**src/rtl/streamtest_pkg.sv**
```systemverilog
// streamtest_pkg: shared constants and helpers for the stream pattern
// source/checker.
//   - Wishbone register addresses and CTRL bit positions.
//   - Direction and pattern-mode encodings.
//   - LFSR taps/seeds and single-step helpers.
package streamtest_pkg;

  localparam logic [1:0] ADDR_LEN  = 2'd0;
  localparam logic [1:0] ADDR_CTRL = 2'd1;
  localparam logic [1:0] ADDR_SEED = 2'd2;
  localparam logic [1:0] ADDR_ERR  = 2'd3;

  localparam int CTRL_DIR  = 31;
  localparam int CTRL_DEV  = 30;
  localparam int CTRL_MODE = 29;

  typedef enum logic {D_SINK = 1'b0, D_SOURCE = 1'b1} dir_t;
  typedef enum logic {M_INCR = 1'b0, M_LFSR = 1'b1} mode_t;

  localparam logic [31:0] LFSR32_TAPS = 32'h8020_0003;
  localparam logic [15:0] LFSR16_SEED = 16'hACE1;
  localparam logic [15:0] LFSR16_TAPS = 16'hB400;

  // Right-shifting Galois steps.
  function automatic logic [31:0] lfsr32_step(input logic [31:0] v);
    return v[0] ? ((v >> 1) ^ LFSR32_TAPS) : (v >> 1);
  endfunction

  function automatic logic [15:0] lfsr16_step(input logic [15:0] v);
    return v[0] ? ((v >> 1) ^ LFSR16_TAPS) : (v >> 1);
  endfunction

endpackage

```
**src/rtl/streamtest_pattern.sv**
```systemverilog
// streamtest_pattern: holds the 32-bit pattern state P and expands it into
// an SW-wide word of 32-bit lanes.
//   clk, reset : clock, synchronous active-high reset (P returns to 1)
//   load, seed : load P from seed (0 becomes 1 in LFSR mode); beats a step
//   step       : advance P by one beat
//   mode       : incr (lane k = P+k) or LFSR (lane k = P ^ k*0x01010101)
//   p, word    : current P and the expanded lane word
module streamtest_pattern
  import streamtest_pkg::*;
#(
  parameter int SW = 32
) (
  input  logic          clk,
  input  logic          reset,
  input  logic          load,
  input  logic [31:0]   seed,
  input  logic          step,
  input  mode_t         mode,
  output logic [31:0]   p,
  output logic [SW-1:0] word
);

  localparam int unsigned LANES = SW / 32;

  always_ff @(posedge clk) begin
    if (reset) begin
      p <= 32'd1;
    end else if (load) begin
      p <= (mode == M_LFSR && seed == '0) ? 32'd1 : seed;
    end else if (step) begin
      p <= (mode == M_INCR) ? p + 32'(LANES) : lfsr32_step(p);
    end
  end

  always_comb begin
    word = '0;
    for (int unsigned k = 0; k < LANES; k++) begin
      word[k*32 +: 32] = (mode == M_INCR) ? p + 32'(k) : p ^ (32'(k) * 32'h0101_0101);
    end
  end

endmodule

```
**src/rtl/streamtest.sv**
```systemverilog
// streamtest: AXI-stream pattern source / checking sink behind a Wishbone
// slave.
//   i_clk, i_reset        : clock, synchronous active-high reset
//   i_wb_*                : pipelined Wishbone slave; regs LEN, CTRL, SEED, ERR
//   o_wb_stall/ack/data   : never stalls; ack and registered data one cycle on
//   S_VALID/S_DATA/S_LAST : sink stream in, S_READY out
//   M_VALID/M_DATA/M_LAST : source stream out, M_READY in
//   o_dev                 : CTRL.dev
//   o_err                 : sticky error (set until a transfer is armed)
//   o_done                : armed transfer completed
module streamtest
  import streamtest_pkg::*;
#(
  parameter int SW           = 32,
  parameter int LGLEN        = 20,
  parameter bit OPT_THROTTLE = 1'b1
) (
  input  logic          i_clk,
  input  logic          i_reset,
  input  logic          i_wb_cyc,
  input  logic          i_wb_stb,
  input  logic          i_wb_we,
  input  logic [1:0]    i_wb_addr,
  input  logic [31:0]   i_wb_data,
  input  logic [3:0]    i_wb_sel,
  output logic          o_wb_stall,
  output logic          o_wb_ack,
  output logic [31:0]   o_wb_data,
  input  logic          S_VALID,
  input  logic [SW-1:0] S_DATA,
  input  logic          S_LAST,
  output logic          S_READY,
  output logic          M_VALID,
  output logic [SW-1:0] M_DATA,
  output logic          M_LAST,
  input  logic          M_READY,
  output logic          o_dev,
  output logic          o_err,
  output logic          o_done
);

  localparam int LGB = $clog2(SW / 8);

  dir_t             dir;
  mode_t            mode;
  logic             dev;
  logic [7:0]       thr;
  logic             armed;
  logic [LGLEN-1:0] len;
  logic [LGLEN-1:0] beat_idx;
  logic [15:0]      errcnt;
  logic [15:0]      first_err;
  logic             err_flag;
  logic             done;
  logic             zero_pend;
  logic             m_hold;
  logic             gate;
  logic [31:0]      pat_p;
  logic [SW-1:0]    pat_word;
  logic [31:0]      rd;
  logic [31:0]      rem_bytes;
  logic             unused_sel;

  wire wb_req  = i_wb_cyc && i_wb_stb;
  wire wb_wr   = wb_req && i_wb_we;
  wire len_wr  = wb_wr && (i_wb_addr == ADDR_LEN);
  wire ctrl_wr = wb_wr && (i_wb_addr == ADDR_CTRL);
  wire seed_wr = wb_wr && (i_wb_addr == ADDR_SEED);

  wire [LGLEN-1:0] len_new = LGLEN'(i_wb_data >> LGB);
  wire len_nz    = (len != '0);
  wire last_beat = (len == LGLEN'(1));

  generate
    if (OPT_THROTTLE) begin : g_thr
      logic [15:0] lfsr;
      always_ff @(posedge i_clk) begin
        if (i_reset) lfsr <= LFSR16_SEED;
        else         lfsr <= lfsr16_step(lfsr);
      end
      assign gate = (lfsr[7:0] >= thr);
    end else begin : g_nothr
      assign gate = 1'b1;
    end
  endgenerate

  // Valid may only rise on an open gate; m_hold keeps it up until accepted.
  wire src_go = armed && (dir == D_SOURCE) && len_nz;
  assign M_VALID = src_go && (gate || m_hold);
  assign M_DATA  = M_VALID ? pat_word : '0;
  assign M_LAST  = M_VALID && last_beat;
  assign S_READY = armed && (dir == D_SINK) && len_nz && gate;

  wire s_acc = S_VALID && S_READY;
  wire m_acc = M_VALID && M_READY;
  // A LEN write in the same cycle discards the beat entirely.
  wire beat     = (s_acc || m_acc) && !len_wr;
  wire beat_bad = s_acc && ((S_DATA != pat_word) || (S_LAST != last_beat));
  wire extra    = S_VALID && ((dir == D_SOURCE) || (armed && !len_nz));
  wire err_evt  = !len_wr && (beat_bad || extra);

  streamtest_pattern #(.SW(SW)) u_pattern (
    .clk   (i_clk),
    .reset (i_reset),
    .load  (seed_wr),
    .seed  (i_wb_data),
    .step  (beat),
    .mode  (mode),
    .p     (pat_p),
    .word  (pat_word)
  );

  always_ff @(posedge i_clk) begin
    if (i_reset) begin
      dir       <= D_SINK;
      mode      <= M_INCR;
      dev       <= 1'b0;
      thr       <= '0;
      armed     <= 1'b0;
      len       <= '0;
      beat_idx  <= '0;
      errcnt    <= '0;
      first_err <= '0;
      err_flag  <= 1'b1;
      done      <= 1'b0;
      zero_pend <= 1'b0;
      m_hold    <= 1'b0;
    end else begin
      if (ctrl_wr) begin
        if (i_wb_sel[3]) begin
          dir  <= i_wb_data[CTRL_DIR] ? D_SOURCE : D_SINK;
          dev  <= i_wb_data[CTRL_DEV];
          mode <= i_wb_data[CTRL_MODE] ? M_LFSR : M_INCR;
        end
        if (i_wb_sel[0]) thr <= i_wb_data[7:0];
      end

      if (len_wr) begin
        armed     <= 1'b1;
        len       <= len_new;
        beat_idx  <= '0;
        errcnt    <= '0;
        first_err <= '0;
        err_flag  <= 1'b0;
        done      <= 1'b0;
        zero_pend <= (len_new == '0);
        m_hold    <= 1'b0;
      end else begin
        zero_pend <= 1'b0;
        m_hold    <= M_VALID && !M_READY;
        if (zero_pend) done <= 1'b1;
        if (beat) begin
          len      <= len - LGLEN'(1);
          beat_idx <= beat_idx + LGLEN'(1);
          if (last_beat) done <= 1'b1;
        end
        if (err_evt) begin
          err_flag <= 1'b1;
          if (errcnt != 16'hFFFF) errcnt <= errcnt + 16'd1;
          if (errcnt == '0) first_err <= 16'(beat_idx);
        end
      end
    end
  end

  assign rem_bytes = 32'(len) << LGB;

  always_comb begin
    rd = '0;
    case (i_wb_addr)
      ADDR_LEN:  rd = {dir == D_SOURCE, armed && len_nz, rem_bytes[29:0]};
      ADDR_CTRL: rd = {dir == D_SOURCE, dev, mode == M_LFSR, 21'b0, thr};
      ADDR_SEED: rd = pat_p;
      ADDR_ERR:  rd = {errcnt, first_err};
      default:   rd = '0;
    endcase
  end

  always_ff @(posedge i_clk) begin
    if (i_reset) begin
      o_wb_ack  <= 1'b0;
      o_wb_data <= '0;
    end else begin
      o_wb_ack  <= wb_req;
      o_wb_data <= wb_req ? rd : '0;
    end
  end

  assign o_wb_stall = 1'b0;
  assign o_dev      = dev;
  assign o_err      = err_flag;
  assign o_done     = done;
  assign unused_sel = ^i_wb_sel[2:1];

endmodule

```
**config.mk**
```make
export PLATFORM = sky130hd
export DESIGN_NAME = streamtest
export DESIGN_NICKNAME = d
export VERILOG_FILES = /design/src/rtl/streamtest_pkg.sv /design/src/rtl/streamtest_pattern.sv /design/src/rtl/streamtest.sv
export SDC_FILE = /design/constraint.sdc
export NUM_CORES = 1
export LEC_CHECK = 0
export CAP_MARGIN = 10
export CORE_MARGIN = 1.5
export CORE_UTILIZATION = 40
export CTS_CLUSTER_DIAMETER = 40
export DETAILED_ROUTE_END_ITERATION = 8
export DONT_BUFFER_PORTS = 1
export GPL_TIMING_DRIVEN = 0
export PLACE_DENSITY_LB_ADDON = 0.1
export SYNTH_ARGS = -nofsm -noshare
export SYNTH_HDL_FRONTEND = slang
export SYNTH_HIERARCHICAL = 1
export SYNTH_SLANG_ARGS = --single-unit
```
**constraint.sdc**
```tcl
create_clock -name i_clk -period 5.3 [get_ports i_clk]
set_input_delay 0.265 -clock i_clk [delete_from_list [all_inputs] [get_ports i_clk]]
set_output_delay 0.265 -clock i_clk [all_outputs]
set_load 0.01 [all_outputs]
```
==> results of run 1 <==
[Yosys cell counts (32+ instances only)]
cell / count / area (um^2)
dfxtp_1: 165 / 3300
mux2i_1: 38 / 380
nand3_1: 42 / 210
buf_4: 37 / 278
a21oi_1: 59 / 295
and2_1: 43 / 269
inv_1: 34 / 128
nor4_1: 32 / 200
nor2_1: 117 / 439
xnor2_1: 49 / 429
nand2_1: 73 / 274
clkbuf_1: 56 / 210
[state kept, by name, summed over array words and instances (netlist names)]
name         count
o_dev            1
thr              8
armed            1
o_done           1
mode             1
u_pattern/p     32
zero_pend        1
beat_idx        16
o_wb_data       32
g_thr.lfsr      16
m_hold           1
o_wb_ack         1
o_err            1
errcnt          16
len             20
dir              1
first_err       16
[power by group through the flow]
| stage | clock network [mW] | logic, mW | registers, mW |
|---|---|---|---|
| finish | 1.31 | 0.251 | 1.30 |
| global route | 1.38 | 0.271 | 1.30 |
| CTS | 1.32 | 0.246 | 1.30 |
| detailed placement | 0 | 0.228 | 1.33 |
| global placement | 0 | 0.227 | 1.33 |
| floorplan | 0 | 0.172 | 1.31 |
[layer usage]
metal | vias up | track usage, % | share of wire [%]
met5 | - | 0 | 0
met4 | 0 | 7.92 | 2.3
met3 | 54 | 8.19 | 9.4
met2 | 436 | 43.7 | 43
met1 | 4460 | 40.9 | 45
li1 | 4272 | - | -
[worst max-delay path by stage]
stage,start,to,depth (start not counted)
floorplan,g_thr.lfsr[0],u_pattern/p[28],16
global placement,g_thr.lfsr[0],u_pattern/p[28],16
detailed placement,g_thr.lfsr[0],u_pattern/p[28],16
CTS,g_thr.lfsr[0],u_pattern/p[28],16
global route,g_thr.lfsr[0],u_pattern/p[4],15
finish,g_thr.lfsr[0],u_pattern/p[28],16
[kinds of logic after synthesis]
logic type / synth area share [%]
flip-flops: 34.1
XOR/XNOR: 4.98
AO/OA/AOI/OAI: 17.2
adder cells (fa/ha/maj): 1.94
other: 0.0388
multiplexers: 7.65
buffers and inverters: 7.05
AND/OR/NAND/NOR: 27.0
[through the flow]
stage	setup slack, ns	hold WS [ns]
floorplan	1.75	0.340
finish	0.573	0.00743
detailed placement	0.708	0.344
global placement	0.717	0.342
global route	0.229	0.00344
CTS	0.701	0.000663
[layout make-up]
class / instances / share of cell area, %
clock buffers: 20 / 4.20
clock inverters: 11 / 1.38
well taps: 319 / 3.67
multi-input cells: 849 / 52.3
inverters: 36 / 1.24
flip-flops and latches: 165 / 30.4
plain buffers: 104 / 5.02
repair buffers: 20 / 1.84
[repair_timing]
action | 4_1_cts | 5_1_grt
endpoints found under the hold margin | 25 | 0
setup buffers | 0 | 0
hold buffers | 20 | 0
==> impl_metrics.yaml, run 1 <==
finish:
  multiInputGateArea_um2: 5690
  final_cells: 1524
  layout.nets: 1286
  fill_cells: 2401
  final_area_um2: 10900
  final_cell_mix: "dfxtp_1, nor2_1, nand2_1, a21oi_1, clkbuf_1"
  final_common_cell: "dfxtp_1"
  num_antenna_cells: 0
  post-route-util_pct: 46.1
  syn2layout_area_growth_pct: 12.5
  drive_above_1_share_pct: 10.5
  area.sequential_um2: 3300
power_and_ir_drop:
  p_leak_nw: 3.64
  switching_share_pct: 25.6
  p_int_mw: 2.13
  p_total_mw: 2.86
  vdd_ir_drop_max_uv: 200
  powerDensity_nw_per_um2: 263
  p_seq_share_pct: 45.4
  p_comb_share_pct: 8.8
  clkPwrFrac_pct: 45.9
  netSwitchingPower_uw: 732
sta:
  period_minus_slack_ns: 4.73
  setup_viol: 0
  hold_violations: 0
  relSlewSlack_pct: 22.7
  slew_violations: 0
  final.period_utilization_pct: 89.2
  rsz0062_at_grt: "no"
  clock_skew_ns: 0.00981
  tightest_slew_ns: 1.15
  setup_tns_ns: 0
  fmax_mhz: 212
die:
  initial_utilization_pct: 41.0
  pin_count: 150
  dieArea_um2: 25100
  die_w_um: 159
  core-area_um2: 23600
  num_rows: 56
  fp.dieH_um: 159
yosys:
  synthDistinctLibCells: 78
  synthCells: 1154
  ys_warn_count: 6
  seq_area_frac_synth_pct: 34.1
  synth_edf_count: 0
  avgSynthCellArea_um2: 8.39
  synth_seq_cells: 165
  synthArstFlopShare_pct: 0
  synthFlopType: "dfxtp_1"
  syn_nets: 1247
  netlist_area_um2: 9680
placed_design:
  gp_congestion: 0.933
  dp_hpwl_mm: 26.9
  postPlaceCellArea_um2: 10100
  dp_cells: 1473
  port_buffers: 0
route:
  route.detailed.drc: 0
  wl_mm: 36.3
  avgRoutedWirePerCell_um: 23.8
  viasPerCell: 6.05
  drtAntennaViolNets: 0
  drt_iter0_drc: 981
  drt_pass1_iterations: 8
  vias: 9222
clock_tree:
  clock_tree.root_cell: "clkbuf_16"
  cts-buffers-inserted: 17
  cts_buffer_depth: 2
  clk_pin_slew_ns: 0.07
  clk_latency_ns: 0.44
  htreeDepth: 4
  cts_tree: "done"
  clkSinkCount: 165
  ctsResizeCount: 0
status:
  status: "finished, final reports clean"
critical_path:
  crit_type: "reg2reg"
  cp_data_required_time_ns: 5.63
  r2r_slack_ns: 0.57
  worstPathArrival_ns: 5.06
  end_kind: "register"
  worst-path-max-fanout: 10
  crit_slowest_cell: "clkbuf_1"
  cpPeakStageDelay_ns: 0.52
  r2r-start: "g_thr.lfsr[0]"
  critical_path_buf_inv_count: 5
  worst_path_dominant_cell_family: "compound AO/OA/AOI/OAI gates"
  start_kind: "register"
  rr_worst_depth: 16
  rr_endpoint: "u_pattern/p[28]"
  path_cells: "inv_1, ha_1, nand2b_1, a2111oi_0, nor4b_2, o311a_1, o21ai_1, buf_2, buf_2, nor2_1, inv_1, clkbuf_1, nor2_1, a211oi_1, mux2i_1, a22o_1"
global_routing:
  grt_pass1_vias: 8531
  grt_max_degree: 17
  gr-total-overflow: 0
  grt_usage_pct: 29.2
  antenna_found_initial: 0
  grt_first_pass_wirelength_mm: 53.8
hold_path:
  hold_depth: 2
  hp-class: "in2reg"
  hold_start: "i_wb_sel[3]"
  hold_end: "dir"
run:
  drv_cap: 0
No activity file was read; power rests on OpenSTA's default activity.
==> inputs of run 2 (changes only) <==
--- a/config.mk
+++ b/config.mk
@@ -6,6 +6,7 @@
 export NUM_CORES = 1
 export LEC_CHECK = 0
 export CAP_MARGIN = 10
+export CORE_ASPECT_RATIO = 0.9
 export CORE_MARGIN = 1.5
 export CORE_UTILIZATION = 40
 export CTS_CLUSTER_DIAMETER = 40
==> constraint.sdc (replaced) <==
create_clock -name i_clk -period 5.3 [get_ports i_clk]
set_input_delay 0.53 -clock i_clk [delete_from_list [all_inputs] [get_ports i_clk]]
set_output_delay 0.53 -clock i_clk [all_outputs]
set_load 0.01 [all_outputs]
==> run 2 against run 1 <==
Against the previous run:
- utilization fell by 0.84 points
- first-iteration DRC count fell by 7.1%
- via count fell by 1.4%
- largest cell class unchanged
- critical path type unchanged
==> impl_metrics.yaml, run 2 (same netlist as run 1, synthesis figures left out) <==
route:
  dr_wl_met3_mm: 3.00
  wl_mm: 35.2
  vias: 9091
  drt_iter0_drc: 911
  drt_pass1_iterations: 8
  wl_met2_mm: 15.1
  drtAntennaViolNets: 0
  top_layer_used: "met4"
  viasPerCell: 6.12
  avgRoutedWirePerCell_um: 23.7
  wl_met1_mm: 16.2
  route.detailed.drc: 0
critical_path:
  start_kind: "register"
  end_kind: "register"
  worst_path_dominant_cell_family: "compound AO/OA/AOI/OAI gates"
  r2r-start: "g_thr.lfsr[0]"
  worstPathArrival_ns: 5.12
  crit_type: "reg2reg"
  rr_worst_depth: 16
  path_cells: "inv_1, ha_1, nand2b_1, a2111oi_0, nor4b_2, o311a_1, o21ai_1, buf_2, buf_2, nor2_1, inv_1, clkbuf_1, nor2_1, a211oi_1, mux2i_1, a22o_1"
  critical_path_buf_inv_count: 5
  worst-path-max-fanout: 10
  r2r_slack_ns: 0.50
  cpPeakStageDelay_ns: 0.50
  crit_slowest_cell: "a2111oi_0"
  cp_data_required_time_ns: 5.62
  rr_endpoint: "u_pattern/p[28]"
die:
  core-area_um2: 23500
  dieArea_um2: 25100
  num_rows: 53
  fp.dieH_um: 151
  initial_utilization_pct: 41.1
  die_w_um: 167
  pin_count: 150
sta:
  tightest_slew_ns: 1.16
  clock_skew_ns: 0.00973
  whs_ns: 0.179
  hold_violations: 0
  rsz0062_at_grt: "no"
  fmax_mhz: 208
  period_minus_slack_ns: 4.80
  setup_tns_ns: 0
  setup_viol: 0
  slew_violations: 0
  relSlewSlack_pct: 21.3
  final.period_utilization_pct: 90.6
power_and_ir_drop:
  p_seq_share_pct: 45.9
  p_leak_nw: 3.57
  vdd_ir_drop_max_uv: 168
  netSwitchingPower_uw: 719
  p_comb_share_pct: 8.3
  switching_share_pct: 25.4
  clkPwrFrac_pct: 45.8
  powerDensity_nw_per_um2: 265
  p_int_mw: 2.11
finish:
  syn2layout_area_growth_pct: 10.1
  drive_above_1_share_pct: 10.6
  fill_cells: 2357
  final_common_cell: "dfxtp_1"
  final_cell_mix: "dfxtp_1, nor2_1, nand2_1, a21oi_1, clkbuf_1"
  final_area_um2: 10700
  num_antenna_cells: 0
  area.sequential_um2: 3300
  largestRegisters: "o_wb_data: 32 flops, u_pattern/p: 32 flops, len: 20 flops"
  multiInputGateArea_um2: 5690
  layout.nets: 1266
global_routing:
  grt_pass1_vias: 8451
  grt_first_pass_wirelength_mm: 53.0
  grt_usage_pct: 28.1
  grt_max_degree: 17
  gr-total-overflow: 0
  antenna_found_initial: 0
clock_tree:
  htreeDepth: 4
  cts_tree: "done"
  postCtsSetupRepairBufs: 0
  ctsResizeCount: 0
  clk_pin_slew_ns: 0.07
  clock_tree.root_cell: "clkbuf_16"
  cts_buffer_depth: 2
  cts-hold-fix-buffers: 0
  cts-buffers-inserted: 17
  clk_latency_ns: 0.43
  clkSinkCount: 165
hold_path:
  hold_depth: 1
  hold_end: "m_hold"
  hp-class: "in2reg"
  hold_start: "M_READY"
placed_design:
  postPlaceCellArea_um2: 10100
  port_buffers: 0
  dp_hpwl_mm: 26.9
  gp_congestion: 0.949
run:
  drv_cap: 0
status:
  status: "finished, final reports clean"
==> run 2: worst max path at each step <==
stage	startpoint	endpoint	slack, ns	depth (start not counted)
3_3_place_gp	g_thr.lfsr[0]	u_pattern/p[28]	0.65	16
5_1_grt	g_thr.lfsr[0]	u_pattern/p[28]	0.23	16
2_1_floorplan	g_thr.lfsr[0]	u_pattern/p[28]	1.75	16
4_1_cts	g_thr.lfsr[0]	u_pattern/p[28]	0.65	16
6_report	g_thr.lfsr[0]	u_pattern/p[28]	0.50	16
3_5_place_dp	g_thr.lfsr[0]	u_pattern/p[28]	0.67	16
==> run 2: stage by stage <==
| stage | instances | utilization, % | power (mW) | setup WS, ns |
|---|---|---|---|---|
| 6_report | 1486 | 45.3 | 2.83 | 0.500 |
| 5_1_grt | 1486 | 45.3 | 2.91 | 0.228 |
| 4_1_cts | 1486 | 45.3 | 2.83 | 0.649 |
| 3_5_place_dp | 1456 | 42.7 | 1.55 | 0.670 |
| 3_3_place_gp | 1456 | 42.7 | 1.55 | 0.649 |
| 2_1_floorplan | 1154 | - | 1.48 | 1.75 |
==> run 2: worst reg2reg max path, stage by stage (launching register included) <==
cell and delay [ns]:
dfxtp_1 0.46, inv_1 0.08, ha_1 0.26, nand2b_1 0.13, a2111oi_0 0.50, nor4b_2 0.15, o311a_1 0.49, o21ai_1 0.27
buf_2 0.27, buf_2 0.30, nor2_1 0.21, inv_1 0.13, clkbuf_1 0.49, nor2_1 0.32, a211oi_1 0.34, mux2i_1 0.11
a22o_1 0.19
==> run 2: power by group through the flow <==
| stage | Sequential, mW | Combinational, mW | Clock (mW) |
|---|---|---|---|
| final | 1.30 | 0.235 | 1.29 |
| after global routing | 1.30 | 0.255 | 1.35 |
| after CTS | 1.30 | 0.230 | 1.30 |
| after detailed placement | 1.33 | 0.228 | 0 |
| after global placement | 1.33 | 0.228 | 0 |
| after floorplan | 1.31 | 0.172 | 0 |
==> run 2: area by class of cell <==
class / instances / share of cell area [%]
Multi-Input combinational cell: 849 / 53.4
Sequential cell: 165 / 31.0
Buffer: 104 / 5.13
Clock buffer: 19 / 4.16
Tap cell: 302 / 3.55
Clock inverter: 11 / 1.46
Inverter: 36 / 1.27
==> run 2: per-layer routing <==
layer	global-route usage [%]	vias up
met5	0	-
met4	9.64	0
met3	7.12	62
met2	42.2	409
met1	39.1	4382
li1	-	4238
==> inputs of run 3 (changes only) <==
--- a/config.mk
+++ b/config.mk
@@ -9,6 +9,7 @@
 export CORE_ASPECT_RATIO = 0.9
 export CORE_MARGIN = 1.5
 export CORE_UTILIZATION = 40
+export CTS_BUF_LIST = sky130_fd_sc_hd__clkbuf_4
 export CTS_CLUSTER_DIAMETER = 40
 export DETAILED_ROUTE_END_ITERATION = 8
 export DONT_BUFFER_PORTS = 1
==> run 3 against run 2 <==
Against the previous run:
- clock skew increased by 0.0070 ns
- count of clock-buffer cells in the layout down 1
- critical path depth stayed put
- combinational power barely moved
- total power is 17% lower
- setup slack improved by 0.015 ns
- non-clock buffer count up 2
- first-iteration DRC count rose by 14%
- clock power decreased by 37%
- global-route usage about the same
- cell area down 2.6%
- sequential share of layout area grew 0.84 points
- critical endpoint unchanged
==> impl_metrics.yaml, run 3 (same netlist as run 1, synthesis figures left out) <==
route:
  viasPerCell: 6.15
  avgRoutedWirePerCell_um: 23.6
  drt_iter0_drc: 1039
  route.detailed.drc: 0
  drt_pass1_iterations: 5
  vias: 9157
  wl_mm: 35.1
  drtAntennaViolNets: 0
global_routing:
  gr-total-overflow: 0
  grt_pass1_vias: 8394
  grt_first_pass_wirelength_mm: 53.0
  antenna_found_initial: 1
  grt_usage_pct: 28.1
  grt_max_degree: 17
placed_design:
  dp_cells: 1456
  port_buffers: 0
  gp_congestion: 0.949
  dp_hpwl_mm: 26.9
sta:
  relSlewSlack_pct: 20.6
  setup_tns_ns: 0
  final.period_utilization_pct: 90.3
  fmax_mhz: 209
  slew_violations: 0
  clock_skew_ns: 0.0168
  period_minus_slack_ns: 4.78
  rsz0062_at_grt: "no"
  setup_viol: 0
  hold_violations: 0
  tightest_slew_ns: 1.17
power_and_ir_drop:
  powerDensity_nw_per_um2: 226
  p_total_mw: 2.35
  vdd_ir_drop_max_uv: 118
  p_leak_nw: 3.45
critical_path:
  start_kind: "register"
  worst-path-max-fanout: 10
  cpPeakStageDelay_ns: 0.50
  worstPathArrival_ns: 5.29
  crit_type: "reg2reg"
  path_cells: "inv_1, ha_1, nand2b_1, a2111oi_0, nor4b_2, o311a_1, o21ai_1, buf_2, buf_2, nor2_1, inv_1, clkbuf_1, nor2_1, a211oi_1, mux2i_1, a22o_1"
  end_kind: "register"
  crit_slowest_cell: "a2111oi_0"
  cp_data_required_time_ns: 5.81
die:
  initial_utilization_pct: 41.1
  pin_count: 150
  die_w_um: 167
  core-area_um2: 23500
  fp.dieH_um: 151
  dieArea_um2: 25100
  num_rows: 53
clock_tree:
  postCtsSetupRepairBufs: 0
  cts_buffer_depth: 2
  clock_tree.root_cell: "clkbuf_4"
  ctsResizeCount: 0
  clk_pin_slew_ns: 0.15
  htreeDepth: 4
  cts-buffers-inserted: 17
  clk_latency_ns: 0.60
  cts-hold-fix-buffers: 2
  cts_tree: "done"
  clkSinkCount: 165
finish:
  layout.nets: 1268
  drive_above_1_share_pct: 10.6
  syn2layout_area_growth_pct: 7.18
  fill_cells: 2397
  final_cell_mix: "dfxtp_1, nor2_1, nand2_1, a21oi_1, clkbuf_1"
  final_cells: 1489
  largestRegisters: "o_wb_data: 32 flops, u_pattern/p: 32 flops, len: 20 flops"
  final_common_cell: "dfxtp_1"
status:
  status: "finished, final reports clean"
run:
  drv_cap: 0
hold_path:
  hp-class: "in2reg"
[run 3: cell types whose count changed in the layout (fill, tap and decap cells not counted)]
cell	change
clkbuf_1	-1
clkbuf_16	-17
clkbuf_4	+18
clkbuf_8	-1
clkinv_1	+1
diode_2	+1
dlygate4sd3_1	+2
[run 3: cell type report]
class / count / area, um^2 / share of cell area, %
Antenna cell: 1 / 2.50 / 0.0241
Buffer: 104 / 547 / 5.27
Clock buffer: 18 / 135 / 1.30
Clock inverter: 12 / 159 / 1.53
Inverter: 36 / 135 / 1.30
Multi-Input combinational cell: 849 / 5690 / 54.9
Sequential cell: 165 / 3300 / 31.8
Tap cell: 302 / 378 / 3.64
Timing Repair Buffer: 2 / 20.0 / 0.193
[run 3: worst paths after layout]
| kind | from | endpoint | slack [ns] | cells past startpoint |
|---|---|---|---|---|
| setup / recovery | g_thr.lfsr[0] | u_pattern/p[28] | 0.52 | 16 |
| hold / removal | i_wb_data[8] | u_pattern/p[8] | 0.05 | 2 |
| setup reg to reg | g_thr.lfsr[0] | u_pattern/p[28] | 0.52 | 16 |
| hold reg to reg | g_thr.lfsr[12] | g_thr.lfsr[11] | 0.43 | 1 |
[run 3: power breakdown]
group / internal, mW / switching (mW) / total (mW)
Clock: 0.329 / 0.483 / 0.811
Sequential: 1.26 / 0.0355 / 1.30
Combinational: 0.0933 / 0.142 / 0.235
Total: 1.69 / 0.660 / 2.35
[run 3: metal layers]
metal	vias to the layer above	track usage (%)	wire [um]
met5	-	0	0
met4	0	8.55	754
met3	57	6.89	3120
met2	417	42.2	15100
met1	4422	39.5	16100
li1	4261	-	-
[run 3: worst max-delay path, delay by kind of cell (launching register included)]
kind | cells | cell delay [ns]
compound gates | 5 | 1.78
buf+inv | 5 | 1.26
simple gates | 4 | 0.81
flops | 1 | 0.48
fa+ha+maj | 1 | 0.26
mux | 1 | 0.11
[run 3: stage by stage]
stage / utilization, % / hold slack [ns] / cell area, um^2 / worst slack [ns]
floorplan: - / 0.389 / 9680 / 1.75
global placement: 42.7 / 0.393 / 10100 / 0.649
detailed placement: 42.7 / 0.399 / 10100 / 0.670
CTS: 44.0 / 0.0328 / 10400 / 0.659
global route: 44.1 / 0.0277 / 10400 / 0.238
finish: 44.1 / 0.0532 / 10400 / 0.516
